## config.mk

```make
export PLATFORM = sky130hd
export DESIGN_NAME = multicycle_controller_flat
export DESIGN_NICKNAME = d
export VERILOG_FILES = /design/src/rtl/multicycle_controller_if.sv /design/src/rtl/multicycle_controller.sv /design/src/flat_wrapper.sv
export SDC_FILE = /design/constraint.sdc
export NUM_CORES = 1
export LEC_CHECK = 0
export BUFFER_PORTS_ARGS = -buffer_cell sky130_fd_sc_hd__buf_2
export CAP_MARGIN = 20
export CORE_ASPECT_RATIO = 1.1
export CORE_UTILIZATION = 45
export CTS_BUF_LIST = sky130_fd_sc_hd__clkbuf_8
export CTS_CLUSTER_SIZE = 12
export DETAILED_ROUTE_END_ITERATION = 7
export PLACE_DENSITY_LB_ADDON = 0.05
export SLEW_MARGIN = 20
export SYNTH_ARGS = -nofsm -noshare
export SYNTH_HDL_FRONTEND = slang
export SYNTH_SLANG_ARGS = --single-unit
```

## constraint.sdc

```tcl
create_clock -name clk -period 1.8 [get_ports clk]
set_clock_uncertainty 0.2 [all_clocks]
set_input_delay 0.09 -clock clk [delete_from_list [all_inputs] [get_ports clk]]
set_output_delay 0.09 -clock clk [all_outputs]
set_load 0.01 [all_outputs]
```

## src/rtl/multicycle_controller_if.sv

```systemverilog
// Control bundle between the multi-cycle RV32I sequencer and its datapath.
// The controller owns the master side: it reads IR/flags and drives every select and enable.
interface multicycle_controller_if #(
    parameter int CNT_WIDTH = 32
);
    logic [31:0]          instr;
    logic                 EQ;
    logic                 mem_ready;
    logic                 PCWrite;
    logic                 AdrSrc;
    logic                 IRWrite;
    logic                 MemWrite;
    logic                 RegWrite;
    logic [1:0]           ResultSrc;
    logic [1:0]           ALUSrcA;
    logic [1:0]           ALUSrcB;
    logic [2:0]           ALUctrl;
    logic [1:0]           ImmSrc;
    logic                 illegal_instr;
    logic [3:0]           state;
    logic [CNT_WIDTH-1:0] instret;

    modport master (
        input  instr, EQ, mem_ready,
        output PCWrite, AdrSrc, IRWrite, MemWrite, RegWrite, ResultSrc,
               ALUSrcA, ALUSrcB, ALUctrl, ImmSrc, illegal_instr, state, instret
    );

    modport slave (
        output instr, EQ, mem_ready,
        input  PCWrite, AdrSrc, IRWrite, MemWrite, RegWrite, ResultSrc,
               ALUSrcA, ALUSrcB, ALUctrl, ImmSrc, illegal_instr, state, instret
    );
endinterface

```

## src/rtl/multicycle_controller.sv

```systemverilog
// Sequencing FSM for the multi-cycle RV32I core (lw, sw, R/I ALU, beq, jal).
// Moore decode of state, memory-ready stalls, and a retired-instruction counter.
module multicycle_controller #(
    parameter int CNT_WIDTH = 32
) (
    input  logic                    clk,
    input  logic                    rst,
    multicycle_controller_if.master bus
);
    typedef enum logic [3:0] {
        FETCH    = 4'd0,
        DECODE   = 4'd1,
        MEMADR   = 4'd2,
        MEMREAD  = 4'd3,
        MEMWB    = 4'd4,
        MEMWRITE = 4'd5,
        EXECUTER = 4'd6,
        EXECUTEI = 4'd7,
        ALUWB    = 4'd8,
        BEQ      = 4'd9,
        JAL      = 4'd10
    } state_t;

    localparam logic [6:0] OP_LW   = 7'b0000011;
    localparam logic [6:0] OP_SW   = 7'b0100011;
    localparam logic [6:0] OP_R    = 7'b0110011;
    localparam logic [6:0] OP_I    = 7'b0010011;
    localparam logic [6:0] OP_BEQ  = 7'b1100011;
    localparam logic [6:0] OP_JAL  = 7'b1101111;

    localparam logic [2:0] ALU_ADD = 3'b000;
    localparam logic [2:0] ALU_SUB = 3'b001;
    localparam logic [2:0] ALU_AND = 3'b010;
    localparam logic [2:0] ALU_OR  = 3'b011;
    localparam logic [2:0] ALU_SLT = 3'b101;

    localparam logic [CNT_WIDTH-1:0] CNT_ONE = {{(CNT_WIDTH-1){1'b0}}, 1'b1};

    state_t               state_q, state_d;
    logic [CNT_WIDTH-1:0] instret_q;
    logic                 retire;
    logic [6:0]           op;
    logic [2:0]           funct3;
    logic                 f7b5;
    logic                 unused_instr_bits;

    assign op                = bus.instr[6:0];
    assign funct3            = bus.instr[14:12];
    assign f7b5              = bus.instr[30];
    assign unused_instr_bits = ^{bus.instr[31], bus.instr[29:15], bus.instr[11:7]};

    // Subtract only for R-type with funct7[5] set; addi never subtracts.
    function automatic logic [2:0] alu_decode(input logic [2:0] f3, input logic b30,
                                              input logic rtype);
        case (f3)
            3'b000:  alu_decode = (rtype && b30) ? ALU_SUB : ALU_ADD;
            3'b010:  alu_decode = ALU_SLT;
            3'b110:  alu_decode = ALU_OR;
            3'b111:  alu_decode = ALU_AND;
            default: alu_decode = ALU_ADD;
        endcase
    endfunction

    always_ff @(posedge clk) begin
        if (rst) begin
            state_q   <= FETCH;
            instret_q <= '0;
        end else begin
            state_q <= state_d;
            if (retire) instret_q <= instret_q + CNT_ONE;
        end
    end

    always_comb begin
        state_d           = FETCH;
        retire            = 1'b0;
        bus.PCWrite       = 1'b0;
        bus.AdrSrc        = 1'b0;
        bus.IRWrite       = 1'b0;
        bus.MemWrite      = 1'b0;
        bus.RegWrite      = 1'b0;
        bus.ResultSrc     = 2'b00;
        bus.ALUSrcA       = 2'b00;
        bus.ALUSrcB       = 2'b00;
        bus.ALUctrl       = ALU_ADD;
        bus.illegal_instr = 1'b0;

        case (op)
            OP_SW:   bus.ImmSrc = 2'b01;
            OP_BEQ:  bus.ImmSrc = 2'b10;
            OP_JAL:  bus.ImmSrc = 2'b11;
            default: bus.ImmSrc = 2'b00;
        endcase

        case (state_q)
            FETCH: begin
                bus.ALUSrcB   = 2'b10;
                bus.ResultSrc = 2'b10;
                bus.IRWrite   = bus.mem_ready;
                bus.PCWrite   = bus.mem_ready;
                state_d       = bus.mem_ready ? DECODE : FETCH;
            end
            DECODE: begin
                bus.ALUSrcA = 2'b01;
                bus.ALUSrcB = 2'b01;
                case (op)
                    OP_LW, OP_SW: state_d = MEMADR;
                    OP_R:         state_d = EXECUTER;
                    OP_I:         state_d = EXECUTEI;
                    OP_BEQ:       state_d = BEQ;
                    OP_JAL:       state_d = JAL;
                    default:      bus.illegal_instr = 1'b1;
                endcase
            end
            MEMADR: begin
                bus.ALUSrcA = 2'b10;
                bus.ALUSrcB = 2'b01;
                state_d     = (op == OP_LW) ? MEMREAD : MEMWRITE;
            end
            MEMREAD: begin
                bus.AdrSrc = 1'b1;
                state_d    = bus.mem_ready ? MEMWB : MEMREAD;
            end
            MEMWB: begin
                bus.ResultSrc = 2'b01;
                bus.RegWrite  = 1'b1;
                retire        = 1'b1;
            end
            MEMWRITE: begin
                bus.AdrSrc   = 1'b1;
                bus.MemWrite = 1'b1;
                retire       = bus.mem_ready;
                state_d      = bus.mem_ready ? FETCH : MEMWRITE;
            end
            EXECUTER: begin
                bus.ALUSrcA = 2'b10;
                bus.ALUctrl = alu_decode(funct3, f7b5, 1'b1);
                state_d     = ALUWB;
            end
            EXECUTEI: begin
                bus.ALUSrcA = 2'b10;
                bus.ALUSrcB = 2'b01;
                bus.ALUctrl = alu_decode(funct3, f7b5, 1'b0);
                state_d     = ALUWB;
            end
            ALUWB: begin
                bus.RegWrite = 1'b1;
                retire       = 1'b1;
            end
            BEQ: begin
                bus.ALUSrcA = 2'b10;
                bus.ALUctrl = ALU_SUB;
                bus.PCWrite = bus.EQ;
                retire      = 1'b1;
            end
            JAL: begin
                bus.ALUSrcA = 2'b01;
                bus.ALUSrcB = 2'b10;
                bus.PCWrite = 1'b1;
                state_d     = ALUWB;
            end
            default: state_d = FETCH;
        endcase

        // Reset aborts whatever is in flight: no writes, no retirement.
        if (rst) begin
            retire            = 1'b0;
            bus.PCWrite       = 1'b0;
            bus.AdrSrc        = 1'b0;
            bus.IRWrite       = 1'b0;
            bus.MemWrite      = 1'b0;
            bus.RegWrite      = 1'b0;
            bus.ResultSrc     = 2'b00;
            bus.ALUSrcA       = 2'b00;
            bus.ALUSrcB       = 2'b00;
            bus.ALUctrl       = ALU_ADD;
            bus.ImmSrc        = 2'b00;
            bus.illegal_instr = 1'b0;
        end
    end

    assign bus.state   = state_q;
    assign bus.instret = instret_q;
endmodule

```

## src/flat_wrapper.sv

```systemverilog
// flat-port wrapper written by rule: the top's interface ports become plain ports
module multicycle_controller_flat 
#(
    parameter int CNT_WIDTH = 32
)
  (clk, rst, bus_instr, bus_EQ, bus_mem_ready, bus_PCWrite, bus_AdrSrc, bus_IRWrite, bus_MemWrite, bus_RegWrite, bus_ResultSrc, bus_ALUSrcA, bus_ALUSrcB, bus_ALUctrl, bus_ImmSrc, bus_illegal_instr, bus_state, bus_instret);
  multicycle_controller_if #(.CNT_WIDTH(CNT_WIDTH)) bus_i ();
  input  logic clk;
  input  logic rst;
  input wire logic [$bits(bus_i.instr)-1:0] bus_instr;
  input wire logic [$bits(bus_i.EQ)-1:0] bus_EQ;
  input wire logic [$bits(bus_i.mem_ready)-1:0] bus_mem_ready;
  output wire logic [$bits(bus_i.PCWrite)-1:0] bus_PCWrite;
  output wire logic [$bits(bus_i.AdrSrc)-1:0] bus_AdrSrc;
  output wire logic [$bits(bus_i.IRWrite)-1:0] bus_IRWrite;
  output wire logic [$bits(bus_i.MemWrite)-1:0] bus_MemWrite;
  output wire logic [$bits(bus_i.RegWrite)-1:0] bus_RegWrite;
  output wire logic [$bits(bus_i.ResultSrc)-1:0] bus_ResultSrc;
  output wire logic [$bits(bus_i.ALUSrcA)-1:0] bus_ALUSrcA;
  output wire logic [$bits(bus_i.ALUSrcB)-1:0] bus_ALUSrcB;
  output wire logic [$bits(bus_i.ALUctrl)-1:0] bus_ALUctrl;
  output wire logic [$bits(bus_i.ImmSrc)-1:0] bus_ImmSrc;
  output wire logic [$bits(bus_i.illegal_instr)-1:0] bus_illegal_instr;
  output wire logic [$bits(bus_i.state)-1:0] bus_state;
  output wire logic [$bits(bus_i.instret)-1:0] bus_instret;
  assign bus_i.instr = bus_instr;
  assign bus_i.EQ = bus_EQ;
  assign bus_i.mem_ready = bus_mem_ready;
  assign bus_PCWrite = bus_i.PCWrite;
  assign bus_AdrSrc = bus_i.AdrSrc;
  assign bus_IRWrite = bus_i.IRWrite;
  assign bus_MemWrite = bus_i.MemWrite;
  assign bus_RegWrite = bus_i.RegWrite;
  assign bus_ResultSrc = bus_i.ResultSrc;
  assign bus_ALUSrcA = bus_i.ALUSrcA;
  assign bus_ALUSrcB = bus_i.ALUSrcB;
  assign bus_ALUctrl = bus_i.ALUctrl;
  assign bus_ImmSrc = bus_i.ImmSrc;
  assign bus_illegal_instr = bus_i.illegal_instr;
  assign bus_state = bus_i.state;
  assign bus_instret = bus_i.instret;
  multicycle_controller #(.CNT_WIDTH(CNT_WIDTH)) u_core (.clk(clk), .rst(rst), .bus(bus_i));
endmodule
```

After elaboration in Yosys (flattened, before gate mapping)
Index checks and enable logic that the tools add are counted.
W data, S select, Z words.

word-level totals
  register bits = 36
  bits of input ports = 36
  output and inout bits = 53
  word-level logic and storage cells = 68

cells by class
  add/subtract/negate cells = 1
  eq/ne operators = 19
  muxes and demuxes = 34
  reductions and logical operators = 12

operators with widths
  kind                     count
  $add A32 B1 Y32 const B  1
  $pmux W4 S6              1
  $pmux W4 S5              1
  $pmux W3 S3              2
  $eq A4 B3 Y1 const B     4
  $mux W1                  15
  $eq A7 B6 Y1 const B     2
  $eq A7 B7 Y1 const B     2
  $eq A4 B4 Y1 const B     3
  $mux W3                  4
  $pmux W2 S2              3
  $pmux W3 S4              1
  $reduce_or A2 Y1         5
  $reduce_or A3 Y1         3
  $eq A4 B2 Y1 const B     2
  $mux W2                  4
  $eq A7 B2 Y1 const B     1
  $eq A7 B5 Y1 const B     1
  $eq A3 B3 Y1 const B     2
  $pmux W2 S3              1
  $reduce_or A6 Y1         1
  $eq A4 B1 Y1 const B     1
  $logic_not A4 Y1         1
  $reduce_or A4 Y1         1
  4 further kinds          4

Logic depth before layout (Yosys ltp)
  depth in word-level cells = 5
  gate-level depth with buffers = 7
  mapped depth without buffers = 6

Least setup slack after synthesis
No wires, ideal clock.

  path type = register to register
  from = register u_core.state_q[2], in the netlist u_core.bus.state[2]
  to = register u_core.instret_q[7], in the netlist u_core.bus.instret[7]
  setup time = 0.071 ns
  arrival = 1.706 ns
  slack = -0.176 ns
  cell stages (with the launch flop) = 8
  buffers on the path = 2
  period minus slack after synthesis = 1.976 ns
  cells stage by stage = dfxtp_1 > buf_6 > nand2b_4 > o21a_1 > buf_6 > or3_1 > or3_1 > a21oi_1

on the way
  word-level cells in the longest chain between the ends = 4
  elaborated cells on any way between the ends = 7
  those cells by class = eq/ne (4); mux (2); reduce/logical (1)

ends and longest elaborated chain
  item                                                 line                          source
  start, declared                                      multicycle_controller.sv:39   state_t state_q, state_d;
  start signal, assigned                               multicycle_controller.sv:69   state_q <= state_d;
  $eq A4 B3 Y1 / $eq A4 B4 Y1 (equally long branches)  multicycle_controller.sv:95   case (state_q)
  $reduce_or A3 Y1 (no line)                           -
  $pmux W1 S2 *                                        multicycle_controller.sv:95
  $mux W1 *                                            multicycle_controller.sv:166  if (rst) begin
  end signal, assigned                                 multicycle_controller.sv:70   if (retire) instret_q <= instret_q + CNT_ONE;
  end, declared                                        multicycle_controller.sv:40   logic [CNT_WIDTH-1:0] instret_q;

Mark *: on every way between the ends. The rest lies on a longest branch, timed or not.
A chain may end at the register's enable or synchronous reset.

Worst setup path after layout
  from = register u_core.instret_q[10], in the netlist u_core.bus.instret[10]
  to = register u_core.instret_q[25], in the netlist u_core.bus.instret[25]

on the way
  word-level cells in the longest chain between the ends = 1

ends and longest elaborated chain
  item             line
  $add A32 B1 Y32  multicycle_controller.sv:70

Every way passes these cells.

==> metrics.cfg <==
[logic_synthesis]
synth_top_cell_by_area=dfxtp_1
synth_edf_count=0
synth_nets=312
yosys_warnings=0
ys_ff_latch=36
synth_cell_type_count=47
synth_cells=275
syn_area_um2=2120
syn_area_per_cell_um2=7.70
synthTopCellsByArea=dfxtp_1 (34%), nor2_1 (7.4%), xor2_1 (6.6%), xnor2_1 (4.6%), nand2_1 (3.9%)
yosysTopAreaCellShare_pct=34.0
synth_ff_type=dfxtp_1
ys_seq_area_share_pct=34.0
synthArstFlopShare_pct=0

[floorplanning]
dieArea_um2=4980
ios=89
core_um2=4410
rows=25
die_h_um=73.9
start_util_pct=48.0
die_x_um=67.4

[placed_design]
place_congestion=0.739
place_area_um2=2830
pre_cts_ws_ns=-0.0299
hpwl_um=3960
portBuffers=67

[pwr]
powerDensity_nw_per_um2=500
power_w=0.00163
ir_drop_uv=335
p_leak_nw=1.45

[critical_path]
timing.reg2reg.setup_slack_ns=-0.05
worstPathRequired_ns=1.83
start_kind=flip-flop
worstSetupPathType=reg -> reg
r2r_start=u_core.bus.instret[10]$_SDFFE_PP0P_
rr_worst_depth=6
rr_endpoint=u_core.bus.instret[25]$_SDFFE_PP0P_
arrival_ns=1.88
crit_fanout=5
end_kind=flip-flop

[global_routing]
antenna_found_initial=0
grt_usage_pct=23.7
grt_remaining_overflow=0
grt_pass1_vias=2122
grt_pass1_wl_um=9110
grt_max_degree=25

[finish]
multi_input_area_um2=1490
layout_commonest_cell=buf_2
syn_to_final_growth_pct=54.3
fin_util_pct=74.1
layout_common_cells=buf_2 (68), buf_4 (44), nor2_1 (41)
n_antenna_cell=0
n_fill_cell=340
drive_above_1_share_pct=48.7
layout.nets=428
regArea_um2=759
fin_area_um2=3270

[clock_tree]
clkTransAtPathRegs_ns=0.07
cts_buffers=5
cts_sinks=36
clockBufferDepth=2
cts_tree=yes
insertion_delay_ns=0.29
h-tree-depth=2
cts_root_buf=clkbuf_8

[run]
drv_cap=0

[sta]
max_freq_mhz=542
rsz0062_at_grt=yes
slew_headroom_pct=78.0
final.min_clock_period_ns=1.85
layout_setup_ws_ns=-0.0467
slew_violations=0
fin_crit_sh_pct=103
setup_viol=9
tightest_slew_ns=0.327
hold_violations=0

[route]
viasPerCell=5.28
drc=0
firstDrtPassIters=5
via_count=2357
ant_nets=0
drtIter0Drc=85
wl_per_cell_um=12.7
drt-total-wl_um=5670

[min_path]
min_to=u_core.bus.state[0]$_SDFF_PP0_
whs_path_depth=4
hp-start=bus_instr[6]
hold_class=in -> reg

[outcome]
violations=negative setup slack
status=finished, violations left

==> per-layer routing <==
metal,part of all wire (%),vias up,track usage [%]
met3,3.8,12,5.21
met4,1.9,0,9.93
met5,0,-,0
li1,-,1198,-
met2,51,57,41.8
met1,44,1090,27.3
==> what timing repair did <==
item | 4_1_cts | 5_1_grt
gates resized for setup | 27 | 29
setup endpoints to repair | 11 | 34
setup buffers | 7 | 2
hold endpoints to repair | 3 | 0
cloned | 2 | 0
pin swaps | 10 | 16
hold buffers | 4 | 0
==> cell usage after synthesis (3+ instances only) <==
cell type / n
nor3_1: 12
o22ai_1: 3
a21oi_1: 16
inv_1: 6
nand3_1: 13
clkbuf_1: 10
xnor2_1: 11
nor2_1: 42
o21ai_0: 10
xor2_1: 16
or3_1: 10
nand4_1: 13
nor3b_1: 3
nor2b_1: 3
dfxtp_1: 36
nand2_1: 22
nor4_1: 5
and3_1: 5
nand2b_1: 5
==> flip-flops by register name (all words and copies together), names as in the netlist <==
signal / cells
u_core.bus.instret: 32
u_core.bus.state: 4
==> layout make-up <==
| cell class | count | share of cell area, % |
|---|---|---|
| clock buffer | 5 | 2.11 |
| sequential | 36 | 23.2 |
| timing repair buffer | 124 | 24.8 |
| multi-input combinational | 218 | 45.7 |
| clock inverter | 3 | 1.30 |
| inverter | 6 | 0.804 |
| tap | 54 | 2.07 |
==> through the flow <==
step	instances	hold slack [ns]	setup TNS, ns
after floorplan	275	0.0307	-0.207
after global placement	425	0.226	-0.0110
after detailed placement	425	0.227	-0.0299
after CTS	446	0.0149	-0.0829
after global routing	446	0.0754	-1.20
final	446	0.0380	-0.243
==> worst max-delay path by stage <==
stage / from / to / depth (start not counted)
global route: u_core.bus.instret[10]$_SDFFE_PP0P_ / u_core.bus.instret[25]$_SDFFE_PP0P_ / 6
finish: u_core.bus.instret[10]$_SDFFE_PP0P_ / u_core.bus.instret[25]$_SDFFE_PP0P_ / 6
CTS: u_core.bus.state[1]$_SDFF_PP0_ / bus_IRWrite / 5
global placement: u_core.bus.instret[12]$_SDFFE_PP0P_ / u_core.bus.instret[31]$_SDFFE_PP0P_ / 6
detailed placement: u_core.bus.instret[12]$_SDFFE_PP0P_ / u_core.bus.instret[31]$_SDFFE_PP0P_ / 6
floorplan: u_core.bus.instret[10]$_SDFFE_PP0P_ / u_core.bus.instret[27]$_SDFFE_PP0P_ / 6
==> critical path, cell delays in order (launching register included) <==
cell	delay [ns]
dfxtp_4	0.34
nand4_1	0.14
nor4_4	0.35
nand3_2	0.16
buf_6	0.16
or3_4	0.32
a21oi_2	0.12
==> power by group <==
group / leakage, nW / total, W / internal (W) / switching [W]
clock network: 0.0541 / 0.000700 / 0.000410 / 0.000291
logic: 1.09 / 0.000135 / 0.0000621 / 0.0000732
registers: 0.304 / 0.000796 / 0.000794 / 0.00000234
total: 1.45 / 0.00163 / 0.00127 / 0.000366
==> kinds of logic (layout without fill, tap and decap cells) <==
kind of cell,count (synthesis),in the layout,share of synthesized area [%]
XOR/XNOR,27,27,11.2
AND/OR/NAND/NOR,149,149,38.5
AO/OA/AOI/OAI,40,40,10.8
flip-flops,36,36,34.0
adder cells (fa/ha/maj),1,1,0.591
buffers and inverters,21,138,4.49
multiplexers,1,1,0.473
Power figures use the tool's default switching activity.
